--- src/rtl/gb80_pkg.sv ---
// Shared GB80 encodings: pair-command ops, pair selectors, register-file codes
// and the register-pair sequencer state type.
package gb80_pkg;

    localparam logic [1:0] OP_READ  = 2'b00;
    localparam logic [1:0] OP_WRITE = 2'b01;
    localparam logic [1:0] OP_INC   = 2'b10;
    localparam logic [1:0] OP_DEC   = 2'b11;

    localparam logic [1:0] PAIR_BC   = 2'b00;
    localparam logic [1:0] PAIR_DE   = 2'b01;
    localparam logic [1:0] PAIR_HL   = 2'b10;
    localparam logic [1:0] PAIR_RSVD = 2'b11;

    localparam int REG_CODE_W = 3;

    localparam logic [REG_CODE_W-1:0] REG_B   = 3'd0;
    localparam logic [REG_CODE_W-1:0] REG_C   = 3'd1;
    localparam logic [REG_CODE_W-1:0] REG_D   = 3'd2;
    localparam logic [REG_CODE_W-1:0] REG_E   = 3'd3;
    localparam logic [REG_CODE_W-1:0] REG_H   = 3'd4;
    localparam logic [REG_CODE_W-1:0] REG_L   = 3'd5;
    localparam logic [REG_CODE_W-1:0] REG_MEM = 3'd6;
    localparam logic [REG_CODE_W-1:0] REG_A   = 3'd7;

    typedef enum logic [2:0] {
        IDLE  = 3'd0,
        RD_H  = 3'd1,
        RD_L  = 3'd2,
        CAP_L = 3'd3,
        WR_H  = 3'd4,
        WR_L  = 3'd5,
        RESP  = 3'd6
    } seq_state_t;

endpackage

--- src/rtl/reg_pair_decode.sv ---
// Register pair selector to hi/lo register-file codes. With REG_PAIR_SEQ_ACCUM_EN
// defined, pair 11 maps to the accumulator (lo = A) instead of being illegal.
module reg_pair_decode
    import gb80_pkg::*;
(
    input  logic [1:0]            pair,
    output logic [REG_CODE_W-1:0] hi_addr,
    output logic [REG_CODE_W-1:0] lo_addr,
    output logic                  illegal
);

    always_comb begin
        hi_addr = REG_B;
        lo_addr = REG_C;
        illegal = 1'b0;
        case (pair)
            PAIR_BC: begin
                hi_addr = REG_B;
                lo_addr = REG_C;
            end
            PAIR_DE: begin
                hi_addr = REG_D;
                lo_addr = REG_E;
            end
            PAIR_HL: begin
                hi_addr = REG_H;
                lo_addr = REG_L;
            end
            default: begin
`ifdef REG_PAIR_SEQ_ACCUM_EN
                hi_addr = REG_A;
                lo_addr = REG_A;
                illegal = 1'b0;
`else
                hi_addr = REG_B;
                lo_addr = REG_B;
                illegal = 1'b1;
`endif
            end
        endcase
    end

endmodule

--- src/rtl/reg_pair_sequencer.sv ---
// Sequences 16-bit register-pair commands into 8-bit register-file strobes and
// returns the pair value on a response channel. Optional: REG_PAIR_SEQ_ACCUM_EN.
module reg_pair_sequencer
    import gb80_pkg::*;
#(
    parameter int DATA_WIDTH    = 8,
    parameter int ADDRESS_WIDTH = 3
) (
    input  logic                    i_clk,
    input  logic                    i_reset,
    input  logic                    i_cmd_valid,
    output logic                    o_cmd_ready,
    input  logic [1:0]              i_cmd_op,
    input  logic [1:0]              i_cmd_pair,
    input  logic [2*DATA_WIDTH-1:0] i_cmd_data,
    output logic                    o_rsp_valid,
    input  logic                    i_rsp_ready,
    output logic [2*DATA_WIDTH-1:0] o_rsp_data,
    output logic                    o_rsp_err,
    output logic                    o_rf_wr_en,
    output logic                    o_rf_rd_en,
    output logic [ADDRESS_WIDTH-1:0] o_rf_addr,
    output logic [DATA_WIDTH-1:0]   o_rf_data,
    input  logic [DATA_WIDTH-1:0]   i_rf_data,
    output seq_state_t              o_state
);

    localparam int DW = DATA_WIDTH;
    localparam int PW = 2 * DATA_WIDTH;

    // Handshakes: a command is taken on a rising edge with i_cmd_valid & o_cmd_ready;
    // a response is retired on a rising edge with o_rsp_valid & i_rsp_ready.

    seq_state_t state, state_next;

    logic [1:0]              op_q;
    logic [ADDRESS_WIDTH-1:0] hi_q, lo_q;
    logic                    accum_q;
    logic                    err_q;
    logic [PW-1:0]           data_q;

    logic [REG_CODE_W-1:0]   dec_hi, dec_lo;
    logic                    dec_illegal;
    logic                    accum_in;
    logic [PW-1:0]           read_val;
    logic [PW-1:0]           cap_val;

    reg_pair_decode u_decode (
        .pair    (i_cmd_pair),
        .hi_addr (dec_hi),
        .lo_addr (dec_lo),
        .illegal (dec_illegal)
    );

`ifdef REG_PAIR_SEQ_ACCUM_EN
    assign accum_in = (i_cmd_pair == PAIR_RSVD);
`else
    assign accum_in = 1'b0;
`endif

    // Value captured in CAP_L; accumulator accesses keep the hi byte at zero.
    always_comb begin
        read_val = {accum_q ? {DW{1'b0}} : data_q[PW-1:DW], i_rf_data};
        case (op_q)
            OP_INC:  cap_val = read_val + PW'(1);
            OP_DEC:  cap_val = read_val - PW'(1);
            default: cap_val = read_val;
        endcase
        if (accum_q) begin
            cap_val[PW-1:DW] = '0;
        end
    end

    always_comb begin
        state_next = state;
        o_rf_rd_en = 1'b0;
        o_rf_wr_en = 1'b0;
        o_rf_addr  = '0;
        o_rf_data  = '0;
        case (state)
            IDLE: begin
                if (i_cmd_valid) begin
                    if (dec_illegal) begin
                        state_next = RESP;
                    end else if (i_cmd_op == OP_WRITE) begin
                        state_next = accum_in ? WR_L : WR_H;
                    end else begin
                        state_next = accum_in ? RD_L : RD_H;
                    end
                end
            end
            RD_H: begin
                o_rf_rd_en = 1'b1;
                o_rf_addr  = hi_q;
                state_next = RD_L;
            end
            RD_L: begin
                o_rf_rd_en = 1'b1;
                o_rf_addr  = lo_q;
                state_next = CAP_L;
            end
            CAP_L: begin
                if (op_q == OP_READ) begin
                    state_next = RESP;
                end else begin
                    state_next = accum_q ? WR_L : WR_H;
                end
            end
            WR_H: begin
                o_rf_wr_en = 1'b1;
                o_rf_addr  = hi_q;
                o_rf_data  = data_q[PW-1:DW];
                state_next = WR_L;
            end
            WR_L: begin
                o_rf_wr_en = 1'b1;
                o_rf_addr  = lo_q;
                o_rf_data  = data_q[DW-1:0];
                state_next = RESP;
            end
            RESP: begin
                if (i_rsp_ready) begin
                    state_next = IDLE;
                end
            end
            default: state_next = IDLE;
        endcase
    end

    always_ff @(posedge i_clk) begin
        if (i_reset) begin
            state   <= IDLE;
            op_q    <= OP_READ;
            hi_q    <= '0;
            lo_q    <= '0;
            accum_q <= 1'b0;
            err_q   <= 1'b0;
            data_q  <= '0;
        end else begin
            state <= state_next;
            case (state)
                IDLE: begin
                    if (i_cmd_valid) begin
                        op_q    <= i_cmd_op;
                        hi_q    <= ADDRESS_WIDTH'(dec_hi);
                        lo_q    <= ADDRESS_WIDTH'(dec_lo);
                        accum_q <= accum_in;
                        err_q   <= dec_illegal;
                        if (!dec_illegal && i_cmd_op == OP_WRITE) begin
                            data_q <= accum_in ? {{DW{1'b0}}, i_cmd_data[DW-1:0]} : i_cmd_data;
                        end else begin
                            data_q <= '0;
                        end
                    end
                end
                RD_L: begin
                    if (!accum_q) begin
                        data_q[PW-1:DW] <= i_rf_data;
                    end
                end
                CAP_L: data_q <= cap_val;
                RESP: begin
                    if (i_rsp_ready) begin
                        err_q <= 1'b0;
                    end
                end
                default: ;
            endcase
        end
    end

    assign o_cmd_ready = (state == IDLE);
    assign o_rsp_valid = (state == RESP);
    assign o_rsp_data  = (state == RESP) ? data_q : '0;
    assign o_rsp_err   = (state == RESP) & err_q;
    assign o_state     = state;

endmodule

--- config.mk ---
export PLATFORM = sky130hd
export DESIGN_NAME = reg_pair_sequencer
export DESIGN_NICKNAME = d
export VERILOG_FILES = /design/src/rtl/gb80_pkg.sv /design/src/rtl/reg_pair_decode.sv /design/src/rtl/reg_pair_sequencer.sv
export SDC_FILE = /design/constraint.sdc
export NUM_CORES = 1
export LEC_CHECK = 0
export CAP_MARGIN = 0
export CORE_MARGIN = 3
export CORE_UTILIZATION = 48
export CTS_CLUSTER_SIZE = 14
export DETAILED_ROUTE_END_ITERATION = 6
export GPL_TIMING_DRIVEN = 0
export PLACE_DENSITY = 0.81
export SYNTH_ARGS = -nofsm -noshare
export SYNTH_HDL_FRONTEND = slang
export SYNTH_SLANG_ARGS = --single-unit
--- constraint.sdc ---
create_clock -name i_clk -period 3.25 [get_ports i_clk]
set_input_delay 0.975 -clock i_clk [delete_from_list [all_inputs] [get_ports i_clk]]
set_output_delay 0.975 -clock i_clk [all_outputs]
set_load 0.01 [all_outputs]
==> flow_metrics.tcl <==
set metrics [dict create \
    reg2reg_from "op_q[1]" \
    timing_max_transition_violations_final 0 \
    postPlaceCellArea_um2 2930 \
    r2r.worst_path.cells 10 \
    synth_edf_count 0 \
    seqCellArea_um2 500 \
    synth.top_cell.area_share 0.223 \
    total_of_endpoints_with_negative_setup_slack_in_the_final_report 0 \
    clkSlewWorstSetupHoldPaths_ns 0.09 \
    count_of_non_filler_cells_in_the_finished_layout 415 \
    layout_setup_ws_ns 0.0937 \
    routed_wl_mm 6.73 \
    avgRoutedWirePerCell_um 16.2 \
    maxClockFrequency_mhz 317 \
    placement_rows 24 \
    gp_routability_congestion 0.899 \
    vdd_drop_max_mv 0.183 \
    synth_largest_area_cell "sky130_fd_sc_hd__dfxtp_1" \
    yosys_register_bits 25 \
    dp_cells 412 \
    die-height_um 74.4 \
    drt-pass1-iter-count 4 \
    hold_ws_ns 0.494 \
    start_util 0.505 \
    post_drt_via_cell_ratio 5.98 \
    synth_nets 331 \
    detailedPlace.worstSlack_ns -0.688 \
    post_synth.cell_area_avg_um2 7.53 \
    outcome "completed" \
    dominant_cell_by_count_in_the_synthesized_netlist "sky130_fd_sc_hd__nor2_1" \
    period_minus_slack_ns 3.16 \
    yosys_warnings 0 \
    vias 2480 \
    antenna_cells 0 \
    yosys-top-cells-count "sky130_fd_sc_hd__nor2_1 (35), sky130_fd_sc_hd__dfxtp_1 (25), sky130_fd_sc_hd__and2_1 (22), sky130_fd_sc_hd__a21oi_1 (19), sky130_fd_sc_hd__nand2_1 (19)" \
    cts_num_sinks 25 \
    min_delay_path_depth 2 \
    timing.slew.headroom 0.563 \
    io_buffer_count 62 \
    hold_end "lo_q[1]" \
    hold_path.class "reg2reg" \
    crit_path_end_kind "register" \
    r2r_end "data_q[10]" \
    holdBufCountCts 0 \
    proportion_of_layout_cells_with_a_drive_suffix_above_1 0.118 \
    cts-buffers-inserted 3 \
    synth-main-ff-cell "sky130_fd_sc_hd__dfxtp_1" \
    grt_util_all_layers 0.251 \
    worst-setup-path-type "in2reg" \
    fp.dieArea_um2 5530 \
    arrival_time_of_data_at_the_critical_path_endpoint_ns 3.33 \
    cts_tree "yes" \
    ctsLongestPathBuffers 2 \
    final_non_filler_cell_area_um2 3010 \
    period_share 0.971 \
    clk_latency_ns 0.27 \
    worstPathRequired_ns 3.42 \
    post_synth_instance_area_um2 2240 \
    synth_sequential_area_ratio 0.223 \
    pin_count_of_the_biggest_net_entering_global_routing 15 \
    number_of_h_tree_branching_levels 1 \
    drt_first_iter_violations 249 \
    final_hold_violating_endpoints 0 \
    layout.filler_cells 402 \
    ys_types 62 \
    globalRouteOverflowTotal 0 \
    timing_worst_slew_pin_value_ns 0.653 \
    reg2reg_slack_ns 0.53 \
    dp_hpwl_mm 5.14 \
    areaGrowthSynthToFinish_pct 34.2 \
    hold_start "lo_q[1]" \
    fp.dieW_um 74.4 \
    antenna_found_initial 0 \
    max_cap_viol_count 0 \
    multi_input_comb_area_um2 1540 \
    postSynth.asyncResetShare 0 \
    p_total_uw 1010 \
    first_global_vias 2255 \
    skew_ns 0.00474 \
    detail_route.drc_violations 0 \
    synth_cells 298 \
    boundaryPins 67 \
    nNetsFinal 397 \
    worst_setup_path_start_kind "input pin" \
    startpoint "i_rf_data[1]" \
    floorplan.core_area_um2 4440 \
    power.density_nw_per_um2 337 \
    ys_top_cells_by_area "sky130_fd_sc_hd__dfxtp_1 (22%), sky130_fd_sc_hd__and2_1 (6.1%), sky130_fd_sc_hd__nor2_1 (5.9%)" \
    power.static_leakage_uw 0.00108 \
    timing.critical_path.fanout_max 10 \
    grt_first_pass_wirelength_mm 10.9 \
    antenna_left 0 \
    ctsRootBufferMaster "sky130_fd_sc_hd__clkbuf_8" \
]
## per-stage QoR
step | util | TNS, ns
global route | 0.678 | -0.00321
finish | 0.678 | 0
detailed placement | 0.659 | -1.91
floorplan | - | 0
CTS | 0.673 | 0
global placement | 0.659 | -1.40
## metal layers
layer / GRT usage / up-vias / share of wire
met5: 0 / - / 0
met4: 0.0810 / 0 / 0.026
li1: - / 1211 / -
met3: 0.0297 / 17 / 0.072
met2: 0.403 / 121 / 0.45
met1: 0.350 / 1131 / 0.45
## critical path, stage by stage
cell and delay (ns):
sky130_fd_sc_hd__clkdlybuf4s50_1 0.48, sky130_fd_sc_hd__buf_4 0.17, sky130_fd_sc_hd__xnor2_1 0.13, sky130_fd_sc_hd__ha_2 0.24, sky130_fd_sc_hd__nand4_1 0.20, sky130_fd_sc_hd__nor4b_4 0.46
sky130_fd_sc_hd__nand4_1 0.17, sky130_fd_sc_hd__o41ai_1 0.14, sky130_fd_sc_hd__o22ai_1 0.14, sky130_fd_sc_hd__a21bo_2 0.23
## worst max-delay path by stage
| stage | end | slack (ns) | cells past startpoint |
|---|---|---|---|
| floorplan | data_q[10] | 0.33 | 9 |
| CTS | o_rsp_data[10] | 0.02 | 6 |
| global placement | data_q[10] | -0.53 | 10 |
| detailed placement | data_q[10] | -0.69 | 10 |
| finish | data_q[10] | 0.09 | 10 |
| global route | data_q[10] | -0.003 | 10 |
## cell usage in the layout (no fill, tap or decap), types with 6 or more instances in the layout
cell,netlist,layout
sky130_fd_sc_hd__clkdlybuf4s50_1,0,62
sky130_fd_sc_hd__nor2_1,35,35
sky130_fd_sc_hd__dfxtp_1,25,25
sky130_fd_sc_hd__and2_1,22,22
sky130_fd_sc_hd__nand2_1,19,19
sky130_fd_sc_hd__a21oi_1,19,19
sky130_fd_sc_hd__clkbuf_1,18,12
sky130_fd_sc_hd__a211oi_1,11,11
sky130_fd_sc_hd__mux2i_1,10,10
sky130_fd_sc_hd__xnor2_1,9,9
sky130_fd_sc_hd__a22oi_1,9,9
sky130_fd_sc_hd__clkbuf_8,5,8
sky130_fd_sc_hd__nor3_1,7,7
sky130_fd_sc_hd__nor3b_1,7,6
sky130_fd_sc_hd__or2_2,6,6
sky130_fd_sc_hd__nand4_1,6,6
sky130_fd_sc_hd__o21ai_0,6,6
## cells by family after synthesis
logic type / Yosys count / synth area share
buf+inv: 36 / 0.104
flops: 25 / 0.223
simple gates: 134 / 0.332
mux: 11 / 0.0496
xor+xnor: 13 / 0.0507
compound gates: 78 / 0.236
fa+ha+maj: 1 / 0.00557
## where the power goes
part           internal, uW  switching, uW  total (uW)
Combinational           206            234         441
Sequential              346           38.0         384
Clock                  86.0            103         189
Total                   638            375        1010
## timing repair
action | 4_1_cts | 5_1_grt
resized for setup | 5 | 8
buffers inserted | 0 | 2
gates cloned | 0 | 0
pin swaps | 0 | 4
setup endpoints to repair | 22 | 21
## final cells by class
cell class,instances,area share
Tap cell,52,0.0216
Timing Repair Buffer,64,0.211
Sequential cell,25,0.166
Inverter,4,0.00499
Buffer,29,0.0710
Multi-Input combinational cell,237,0.510
Clock inverter,1,0.00166
Clock buffer,3,0.0137
## flip-flops by register name (all words and copies together) (netlist names)
signal and count:
op_q 2, lo_q 3, o_state 3, data_q 16, err_q 1
Power figures use the tool's default switching activity.
==> edit 1, RTL diff (config.mk and constraints unchanged) <==
The parameter `DATA_WIDTH` goes from 8 to 10.
--- a/src/rtl/reg_pair_sequencer.sv
+++ b/src/rtl/reg_pair_sequencer.sv
@@ -4,5 +4,5 @@
     import gb80_pkg::*;
 #(
-    parameter int DATA_WIDTH    = 8,
+    parameter int DATA_WIDTH    = 10,
     parameter int ADDRESS_WIDTH = 3
 ) (
Ports: changed (resized i_cmd_data, i_rf_data, o_rf_data and o_rsp_data); port bits go from 67 to 79. The function was not compared with the original's and may differ.
==> edit 1 against the original RTL <==
Register-to-register slack worse by 350 ps. Setup slack worse by 48 ps. Die area up 20%. Wire length up 50%. Via count up 39%. Worst hold slack worse by 40 ps. Design area up 25%. Count of clock-buffer cells in the layout up 2. Sequential cell count up 4. Core utilization up 3.1 points. Total power up 32%. First-iteration DRC count up 43%. Synthesized area up 22%.
==> edit 1: results <==
set metrics [dict create \
    status "finished, final reports clean" \
    critPathArrivalTime_ps 3380 \
    slew-limit-headroom 0.113 \
    fin_nets 510 \
    place_ws_ps -735 \
    antenna_found_initial 0 \
    synth_nets 427 \
    ir_drop_uv 288 \
    clk_pin_slew_worst_paths_ps 70 \
    viasPerCell 6.35 \
    grt_max_degree 12 \
    drt_iter0_drc 355 \
    fmax_mhz 312 \
    yosys-top-cells-count "nor2_1 (43), nand2_1 (33), clkbuf_1 (30), dfxtp_1 (29), and2_1 (28)" \
    dr.pass1.iters 6 \
    skew_ps 7.25 \
    grt_usage 0.313 \
    hpwlAfterDp_um 7680 \
    critical_path.slowest_cell "a221o_1" \
    ys_top_cells_by_area "dfxtp_1 (21%), mux2i_1 (7.3%), and2_1 (6.4%)" \
    port_buffers 73 \
    htree_levels 2 \
    grt_pass1_wl_um 16000 \
    drive_above_1_share 0.0911 \
    gp_congestion 1.01 \
    power.leakage_nw 1.34 \
    totalWireLength_um 10100 \
    ys_types 59 \
    clock_latency_ps 290 \
    largest_reg_flops 20 \
    seq_area_frac_synth 0.212 \
    cts_made_buffers 5 \
]
==> edit 1: changes by cell type after synthesis, sizes merged, moves of 5 or more <==
cell	unedited run	this run
clkbuf	25	30
nand2	20	33
mux2i	10	20
nor3b	7	2
nand3	2	8
or3	5	14
nor3	7	15
a221o	0	5
and2	23	28
nor2	35	43
==> edit 1: final cells by class <==
cell class / instances / area (um^2)
Buffer: 33 / 183
Fill cell: 451 / 1540
Inverter: 6 / 22.5
Clock buffer: 5 / 68.8
Multi-Input combinational cell: 317 / 2020
Clock inverter: 3 / 17.5
Tap cell: 70 / 87.6
Sequential cell: 29 / 582
Timing Repair Buffer: 79 / 778
==> edit 1: worst paths after layout <==
path           startpoint         end  cells past startpoint
max          i_rf_data[2]  data_q[19]                      8
min               hi_q[1]     hi_q[1]                      2
max reg2reg       op_q[1]  data_q[18]                     11
min reg2reg       hi_q[1]     hi_q[1]                      2
==> edit 1: power by group <==
group | switching (W) | internal [W]
Clock | 0.000160 | 0.000148
Combinational | 0.000318 | 0.000248
Sequential | 0.0000564 | 0.000407
==> edit 1: logic make-up (layout without fill, tap and decap cells) <==
| logic type | count (synthesis) | in the layout | synth area share |
|---|---|---|---|
| compound gates | 99 | 99 | 0.254 |
| buf+inv | 42 | 126 | 0.0640 |
| simple gates | 186 | 186 | 0.358 |
| mux | 20 | 20 | 0.0731 |
| fa+ha+maj | 1 | 1 | 0.00457 |
| flops | 29 | 29 | 0.212 |
| xor+xnor | 11 | 11 | 0.0352 |
==> edit 1: layer usage <==
metal | part of all wire | track usage | wire length [um] | vias to the layer above
li1 | - | - | - | 1604
met1 | 0.41 | 0.429 | 4130 | 1557
met2 | 0.45 | 0.495 | 4530 | 253
met3 | 0.12 | 0.0603 | 1230 | 30
met4 | 0.019 | 0.0912 | 192 | 0
met5 | 0 | 0 | 0 | -
==> edit 1: per-stage QoR <==
stage               power (W)  hold slack [ps]  cells  instance area (um^2)   util
finish                0.00134              454    542                  3760  0.709
global route          0.00141              490    542                  3760  0.709
CTS                   0.00131              463    543                  3720  0.702
detailed placement    0.00100              453    531                  3560  0.671
global placement     0.000996              438    531                  3560  0.671
floorplan            0.000792              427    388                  2740      -
==> edit 1: critical path, delay by kind of cell <==
family | cells | cell delay [ps]
AOI/OAI and AO/OA | 3 | 910
and+or+nand+nor | 2 | 480
buffers and inverters | 2 | 730
muxes | 1 | 290
==> edit 1: timing repair <==
action                                  4_1_cts  5_1_grt
setup buffers                                 6        0
cloned                                        0        0
pin swaps                                     2        2
gates resized for setup                      18       15
endpoints found under the setup margin       43       34
==> edit 2, RTL diff (same flow settings) <==
Made on the original files. Put a register stage on the output `o_rsp_err`, without a reset. The value now appears one clock later. The other outputs are not delayed to match.
--- a/src/rtl/reg_pair_sequencer.sv
+++ b/src/rtl/reg_pair_sequencer.sv
@@ -173,5 +173,7 @@
     assign o_rsp_valid = (state == RESP);
     assign o_rsp_data  = (state == RESP) ? data_q : '0;
-    assign o_rsp_err   = (state == RESP) & err_q;
+    always_ff @(posedge i_clk) begin
+        o_rsp_err <= (state == RESP) & err_q;
+    end
     assign o_state     = state;
 
Formal check against the unedited RTL: not equivalent (Yosys sat finds a counterexample within 4 cycles, from zero or initial values and one cycle with i_reset high).
==> edit 2 against the original RTL <==
Sequential cell count is 1 higher. Sequential share of layout area rose by 0.89 points. Critical endpoint is now o_rf_addr[0]. Design area decreased by 1.3%. Setup slack improved by 59 ps. Clock power rose by 48%. Wire length is 8.6% higher. Via count is 3.8% higher. Global-route usage is 2.3 points higher. Count of clock-buffer cells in the layout unchanged. Synthesized area shrank 2.1%. Die area fell by 1.9%. Sequential power grew 2%. Total power is 11% higher.
==> edit 2: results <==
set metrics [dict create \
    seq_cell_count 26 \
    yosys-top-cells-count "nor2_1 (36), clkbuf_1 (26), dfxtp_1 (26), and2_1 (21), nand2_1 (17)" \
    grt_usage 0.274 \
    gp_congestion 1.05 \
    seq_area_frac_synth 0.237 \
    r2r-end "data_q[8]" \
    power.leakage_nw 1.05 \
    startpoint "o_state[1]" \
    grt_pass1_vias 2357 \
    synthFlopType "dfxtp_1" \
    inv_count 3 \
    wl_per_cell_um 17.6 \
    min_path_cells 1 \
    ys_types 53 \
    r2r-start "op_q[0]" \
    drive_above_1_share 0.0548 \
    dr.pass1.iters 5 \
    slew-limit-headroom 0.597 \
    num_vias 2574 \
    r2r_setup_slack_ps 310 \
    port_buffers 63 \
    clkCellAreaFrac 0.0240 \
    syn_avg_cell_area_um2 7.38 \
    status "finished, final reports clean" \
    synth-xor-area-share 0.0438 \
    sh_seq_area 0.175 \
    fin_nets 399 \
    timing.hold.ws_ps 470 \
    synthAdderAreaFrac 0.00569 \
    hpwlAfterDp_um 5500 \
    multi_input_area_mm2 0.00154 \
    drt_iter0_drc 208 \
    ys_top_cells_by_area "dfxtp_1 (24%), mux2i_1 (7.3%), nor2_1 (6.1%)" \
    grt_pass1_wl_um 11600 \
    worstHoldStart "err_q" \
    buf_share 0.259 \
    slowest_delay_ps 470 \
    synthMuxAreaShare 0.0780 \
    grt_max_degree 16 \
    dp_cells 411 \
    nFillCells 382 \
    synth_compound_area_frac 0.237 \
    crit_family "buffers and inverters" \
    skew_ps 5.98 \
]
## edit 2: metrics by stage
step                      utilization  total power [W]  area [um^2]  setup WS (ps)
after floorplan                     -         0.000669         2200            371
after global placement          0.688         0.000833         2890           -246
after detailed placement        0.688         0.000843         2890           -240
after CTS                       0.706          0.00112         2970          0.376
after global routing            0.708          0.00118         2970          0.683
final                           0.708          0.00113         2970            152
## edit 2: cell families after synthesis
kind of cell,count (synthesis)
compound gates,73
xor+xnor,11
fa+ha+maj,1
buf+inv,35
flops,26
mux,17
simple gates,135
## edit 2: power by group
part,switching (W),internal (W)
registers,0.0000356,0.000354
clock network,0.000114,0.000165
logic,0.000252,0.000207
## edit 2: what timing repair did
action / 4_1_cts / 5_1_grt
endpoints found under the setup margin: 27 / 25
resized for setup: 6 / 10
cloned: 0 / 0
hold buffers: 0 / 0
## edit 2: metal layers
metal	wire length (um)	global-route usage	part of all wire
met5	0	0	0
met1	2990	0.358	0.41
met3	779	0.0438	0.11
met4	169	0.0986	0.023
met2	3360	0.453	0.46
